<file path="src/rtl/sp_sram_param.sv">
// Single-port SRAM with registered read, out-of-range flagging and a power-up clear sweep.
// Define SPSRAM_INIT_CLEAR_EN to zero every word after reset; without it the block is ready one cycle after reset.
module sp_sram_param #(
  parameter int DATA_W = 16,
  parameter int DEPTH  = 10,
  parameter int ADDR_W = 4
) (
  input  logic              iClk12M,
  input  logic              iRst,
  input  logic              iCsnRam,
  input  logic              iWrnRam,
  input  logic [ADDR_W-1:0] iAddrRam,
  input  logic [DATA_W-1:0] iWtDtRam,
  output logic [DATA_W-1:0] oRdDtRam,
  output logic              oRdVld,
  output logic              oAddrErr,
  output logic              oInitDone
);

  // state | meaning
  // Init  | clearing memory (or waiting one cycle), accesses ignored
  // Ready | serving reads and writes until reset
  typedef enum logic {Init, Ready} state_t;

  // One extra bit so DEPTH == 2**ADDR_W compares correctly.
  localparam logic [ADDR_W:0] DepthL = (ADDR_W+1)'(DEPTH);

  state_t            state;
  logic [DATA_W-1:0] mem [DEPTH];
  logic              inRange;
  logic              access;

  assign inRange = ({1'b0, iAddrRam} < DepthL);
  assign access  = (state == Ready) && !iCsnRam;

`ifdef SPSRAM_INIT_CLEAR_EN
  localparam logic [ADDR_W-1:0] LastAddr = ADDR_W'(DEPTH-1);
  logic [ADDR_W-1:0] clrCnt;
`endif

  // Memory array carries no reset; the sweep is the only way it gets cleared.
  always_ff @(posedge iClk12M) begin
`ifdef SPSRAM_INIT_CLEAR_EN
    if (!iRst && state == Init)
      mem[clrCnt] <= '0;
    else
`endif
    if (access && !iWrnRam && inRange)
      mem[iAddrRam] <= iWtDtRam;
  end

  always_ff @(posedge iClk12M or posedge iRst) begin
    if (iRst) begin
      state     <= Init;
      oRdDtRam  <= '0;
      oRdVld    <= 1'b0;
      oAddrErr  <= 1'b0;
      oInitDone <= 1'b0;
`ifdef SPSRAM_INIT_CLEAR_EN
      clrCnt    <= '0;
`endif
    end else begin
      oRdVld   <= 1'b0;
      oAddrErr <= 1'b0;
      case (state)
        Init: begin
`ifdef SPSRAM_INIT_CLEAR_EN
          if (clrCnt == LastAddr) begin
            state     <= Ready;
            oInitDone <= 1'b1;
          end else begin
            clrCnt <= clrCnt + 1'b1;
          end
`else
          state     <= Ready;
          oInitDone <= 1'b1;
`endif
        end
        Ready: begin
          if (!iCsnRam) begin
            if (!inRange) begin
              oAddrErr <= 1'b1;
              if (iWrnRam) begin
                oRdDtRam <= '0;
                oRdVld   <= 1'b1;
              end
            end else if (iWrnRam) begin
              oRdDtRam <= mem[iAddrRam];
              oRdVld   <= 1'b1;
            end
          end
        end
        default: state <= Init;
      endcase
    end
  end

endmodule

</file>
<file path="config.mk">
export PLATFORM = sky130hd
export DESIGN_NAME = sp_sram_param
export DESIGN_NICKNAME = d
export VERILOG_FILES = /design/src/rtl/sp_sram_param.sv
export SDC_FILE = /design/constraint.sdc
export NUM_CORES = 1
export LEC_CHECK = 0
export ABC_CLOCK_PERIOD_IN_PS = 5400
export CORE_AREA = 3 3 112 114
export DETAILED_ROUTE_END_ITERATION = 6
export DIE_AREA = 0 0 115 117
export DONT_BUFFER_PORTS = 1
export PLACE_DENSITY = 0.84
export SYNTH_ARGS = -nofsm -noshare
export SYNTH_HDL_FRONTEND = slang
export SYNTH_SLANG_ARGS = --single-unit
</file>
<file path="constraint.sdc">
create_clock -name iClk12M -period 5.4 [get_ports iClk12M]
set_input_delay 1.08 -clock iClk12M [delete_from_list [all_inputs] [get_ports iClk12M]]
set_output_delay 1.08 -clock iClk12M [all_outputs]
set_load 0.03 [all_outputs]
</file>
==> run metrics, run 1 <==
clock-pin slew on the worst setup and hold paths ~0.060 ns; Hold Crit Depth 1; number of global-route vias before repair 3739; Distinct cells, synth 34; Syn Nets about 400; die area 13500 sq um; Startpoint Class primary input; met2 WL slightly above 7000 microns; reg2reg end mem[8][14]$_DFFE_PP_; post-route setup slack roughly 2.6 ns; die width approximately 120 microns; maximum vdd drop roughly 0.27 mV; Die Y 117 microns; setup_tns 0 ns; CTS Buf Count 17; slack of the worst reg-to-reg path 2.73 ns; status completed; placed insts about 520; max-slew violation count 0; P_leak about 2.6 nW; drt pass-1 iters 5; Area growth syn-to-layout 9.97%; H-tree levels 4; CP endpoint kind flop; Final Critical Period 2.79 ns; Reg2Reg Launch Point state$_DFF_PP0_; IO Port Bufs 0; std cell rows 39; Hold Path Origin state$_DFF_PP0_; Seq/Total Area, Yosys roughly 76%; post-placement cell area between 7000 and 8000 sq um; commonest cells after routing, fill and taps aside edfxtp_1, mux2i_1, nand2_1, a21oi_1, dfrtp_1; Hold WC Path Type reg -> reg; reg2reg path depth 3; final clock skew ~0.007 ns; Max Cap Viol 0; M1 wire length roughly 5000 microns; Cell Pwr Density between 300 and 400 nW/um^2; final instance area approximately 7700 sq um; total wire length 13700 microns; WL per Instance 24.8 microns; share of the synthesized area in the top cell type 69.0%; Final nets between 400 and 500; GPL Wtd Cong approximately 0.86; Hold Vio Cnt, Final 0; layout cells sized above 1 between 10% and 20%; Clock Tree Buf Depth 2; Hold Crit Endpoint oInitDone$_DFFE_PP0N_; num ports 43; Synth Instances 388; Worst-Margin Slew 1.25 ns; Critical Path Start iCsnRam; Ys Warns 0; worst-path maximum fanout 16; initial antenna violation count 0; diode count 0; Post-Place Setup Slack roughly 2.2 ns; Setup Viol. Count Final 0; 1st-iter DRT viols 376; Total GRT Usage 21.7%; Tcrit/Tclk final 51.7%; fin util about 66%; via count about 3600; DRC Markers 0; syn avg cell area approximately 18 sq um; RSZ-0062 raised after global routing no; Detail Route Antenna Nets 0; total gr overflow 0; Fmax achieved between 0.3 and 0.4 GHz; largest net degree at the start of global routing 58; CTS tree yes; core area around 12000 sq um; Synth area leaders edfxtp_1, dfrtp_1, mux4_2; post-DP HPWL 8550 microns; cts hold-fix bufs 0; kind of critical path in -> reg; met3 wire length about 1200 microns; FF+latch count, synth 180; post-CTS setup buffer count 0; Critical Path AT around 2.8 ns; Non-Filler Instances about 550; worst endpoint required time between 5 and 6 ns; PostCTS Resize Cnt 0; Starting Density 60.5%; clk root buf clkbuf_16; drt via density roughly 6.4; worst skew pair latency around 0.42 ns; first-pass GRT wire length 20800 microns; DR top layer met4; clk sinks 180; commonest non-fill, non-tap cell in the layout edfxtp_1; Mapped Area slightly below 7000 sq um; Slew HR between 15 and 20%; area leader, netlist edfxtp_1
-- how the worst max path moves through the flow --
| stage | endpoint | slack, ns | depth (start not counted) |
|---|---|---|---|
| 6_report | mem[8][14]$_DFFE_PP_ | 2.61 | 3 |
| 3_5_place_dp | mem[9][3]$_DFFE_PP_ | 2.18 | 3 |
| 2_1_floorplan | mem[1][0]$_DFFE_PP_ | 2.08 | 5 |
| 5_1_grt | mem[8][14]$_DFFE_PP_ | 2.43 | 3 |
| 3_3_place_gp | mem[8][3]$_DFFE_PP_ | 2.33 | 3 |
| 4_1_cts | mem[9][8]$_DFFE_PP_ | 2.62 | 3 |
-- cell type report --
cell class / count / area (sq um)
tap: 143 / 179
clock buffer: 19 / 443
multi-input combinational: 183 / 1520
inverter: 4 / 15.0
clock inverter: 13 / 125
timing repair buffer: 9 / 71.3
fill: 750 / 3860
sequential: 180 / 5310
-- kinds of logic after synthesis --
family,count (synthesis),synth area share (%)
buf+inv,25,2.28
mux,49,10.2
compound gates,84,7.75
simple gates,49,3.49
other cells,1,0.0539
flops,180,76.2
-- synth_stat cells (all sizes together) --
library cell / count
o21ai: 22
dfrtp: 20
conb: 1
edfxtp: 160
a22oi: 11
nand3: 3
inv: 4
nand4b: 1
nand2: 21
buf: 15
nor3b: 2
a21oi: 21
nand2b: 3
mux2i: 25
o211ai: 10
nor2b: 5
nand3b: 2
mux2: 7
clkbuf: 6
a22o: 5
a211oi: 5
a21o: 5
nor2: 7
a221oi: 5
nor3: 5
mux4: 17
-- report_power, final --
part           switching [mW]  total, mW  internal [mW]
Combinational          0.0427     0.0910         0.0483
Sequential             0.0669       1.61           1.54
Clock                   0.511       1.17          0.655
-- sequential cells by signal, summed over array words and instances (netlist names) --
name       flops
oRdDtRam      16
oAddrErr       1
oRdVld         1
state          1
oInitDone      1
mem          160
-- metal layers --
layer,GRT usage (%),vias to the layer above
met5,0,-
met4,9.23,0
met1,25.4,1802
met2,37.1,159
li1,-,1557
met3,6.84,32
-- worst max-delay path: stages --
cell	delay, ns
nor3b_1	0.48
nand3_1	0.25
nor2_1	1.00
-- per-stage QoR --
step	total power, mW	hold WS, ns
finish	2.87	0.618
global route	2.95	0.631
CTS	2.88	0.619
detailed placement	1.73	0.597
global placement	1.73	0.586
floorplan	1.73	0.459
Power figures use the tool's default switching activity.
==> inputs of run 2 (changes only) <==
Settings changed: ABC_CLOCK_PERIOD_IN_PS 5400 to 2800.
Clock period 5.4 ns to 2.8 ns, I/O delays scaled along.
==> run metrics, run 2 (same netlist as run 1, synthesis figures left out) <==
Area growth syn-to-layout 11.9%; core area 11500 sq um (unchanged); clock-pin slew on the worst setup and hold paths 0.06 ns (about the same); first-pass GRT wire length 21900 microns (+5.6%); total wire length 14300 microns (+4.4%); Starting Density 60.5% (unchanged); Worst-Margin Slew 0.906 ns (-0.346 ns); layout cells sized above 1 19.8% (+2.6 points); Largest Register mem; Clock Tree Buf Depth 2 (unchanged); IO Port Bufs 0 (unchanged); kind of critical path reg -> reg; clk sinks 180 (unchanged); Total GRT Usage 22.9% (+1.3 points); Startpoint Class flop; Max Cap Viol 0 (unchanged); Hold WC Path Type in -> reg; Fmax achieved approximately 0.44 GHz; post-DP HPWL 8510 microns (-0.52%); commonest non-fill, non-tap cell in the layout edfxtp_1; Crit path max-delay family simple AND/OR/NAND/NOR gates; worst-path maximum fanout 14 (-2); initial antenna violation count 0 (unchanged); fin util 67.6% (+1.1 points); largest net degree at the start of global routing 58 (unchanged); via count 3630 (+2.3%); commonest cells after routing, fill and taps aside edfxtp_1, mux2i_1, nand2_1, a21oi_1; Non-Filler Instances 563 (+2.2%); maximum vdd drop 0.649 mV (+140%); Critical Path Start state$_DFF_PP0_; GPL Wtd Cong 0.794 (-7.6%); Reg2Reg Launch Point state$_DFF_PP0_; multi-input logic area 1520 sq um (unchanged); P_leak 2.69 nW (+3.5%); Die Y 117 microns (unchanged); die area 13500 sq um (unchanged); cts hold-fix bufs 0 (unchanged); status completed; fillcell total 713 (-4.9%); H-tree levels 4 (unchanged); worst skew pair latency 0.42 ns (about the same); Setup Viol. Count Final 0 (unchanged); drt via density 6.45 (about the same); Slew HR 39.5% (+23 points); final clock skew 0.00715 ns (+0.000178 ns); Detail Route Antenna Nets 0 (unchanged); CP max stage cell nor3b_1; CP peak stage delay 0.63 ns (-0.37 ns); CTS tree yes; total gr overflow 0 (unchanged); die width 115 microns (unchanged); Largest regs mem: 160 flops, oRdDtRam: 16 flops; Cell Pwr Density 727 nW/um^2 (+94%); clk root buf clkbuf_16; CP cell instances nor3b_1 -> nand3b_1 -> nor3_2 -> buf_12; Tcrit/Tclk final about four fifths; Hold Vio Cnt, Final 0 (unchanged); worst endpoint required time 2.93 ns (-2.50 ns); drt pass-1 iters 5 (unchanged); num ports 43 (unchanged); WHS 0.202 ns (-0.416 ns); number of global-route vias before repair 3744 (+0.13%); PostCTS Resize Cnt 0 (unchanged); Critical Path AT 2.38 ns (-0.44 ns); CP bufs+invs 1 (+1); DRC Markers 0 (unchanged); placed insts 531 (+2.5%); diode count 0 (unchanged); Final nets 431 (+2.9%); WL per Instance 25.3 microns (+2.2%); Hold Path Origin iCsnRam; RSZ-0062 raised after global routing no; CP endpoint kind flop; CTS Buf Count 17 (unchanged); max-slew violation count 0 (unchanged); 1st-iter DRT viols 428 (+14%); std cell rows 39 (unchanged); max reg flops 160 (unchanged); post-CTS setup buffer count 0 (unchanged); Final Critical Period between 2 and 2.5 ns; sequential cell area 5310 sq um (unchanged); setup_tns 0 ns (unchanged)
[run 2: changes by cell type in the layout (fill, tap and decap cells not counted)]
cell / before / now
buf_4: 8 / 20
inv_6: 2 / 5
bufinv_16: 1 / 3
clkinv_2: 2 / 4
clkinvlp_4: 2 / 0
inv_8: 2 / 0
buf_12: 0 / 1
buf_6: 1 / 0
clkbuf_1: 1 / 0
clkbuf_8: 1 / 0
clkinv_4: 3 / 2
[run 2: final timing paths]
path,end,slack [ns],cells past startpoint
setup / recovery,mem[3][10]$_DFFE_PP_,0.55,4
hold / removal,oAddrErr$_DFF_PP0_,0.20,1
setup reg to reg,mem[3][10]$_DFFE_PP_,0.55,4
hold reg to reg,oInitDone$_DFFE_PP0N_,0.51,1
max in group asynchronous,oRdDtRam[4]$_DFFE_PP0P_,2.02,1
min in group asynchronous,state$_DFF_PP0_,0.23,1
[run 2: cell type report]
class / instances / share of cell area, %
multi-input cells: 183 / 19.5
clock inverters: 15 / 2.25
repair buffers: 21 / 2.19
flip-flops and latches: 180 / 68.1
inverters: 4 / 0.193
clock buffers: 17 / 5.46
well taps: 143 / 2.30
[run 2: stage by stage]
step	power (mW)	cell area [sq um]	setup WS, ns
5_1_grt	5.83	7790	0.529
2_1_floorplan	3.33	6960	0.000535
3_5_place_dp	3.34	7190	0.460
6_report	5.67	7790	0.545
3_3_place_gp	3.33	7190	0.674
4_1_cts	5.70	7790	0.607
[run 2: layer usage]
layer / routed length (microns) / share of wire, % / track usage [%] / vias up
li1: - / - / - / 1579
met1: 5530 / 39 / 28.9 / 1865
met2: 7210 / 51 / 38.0 / 161
met3: 1200 / 8.4 / 7.04 / 25
met4: 314 / 2.2 / 8.45 / 0
met5: 0 / 0 / 0 / -
[run 2: power breakdown]
group | leakage, nW | switching, mW | internal, mW | total [mW]
Sequential | 1.69 | 0.132 | 2.97 | 3.11
Clock | 0.300 | 0.972 | 1.41 | 2.38
Combinational | 0.702 | 0.0807 | 0.0957 | 0.176
Total | 2.69 | 1.19 | 4.48 | 5.67
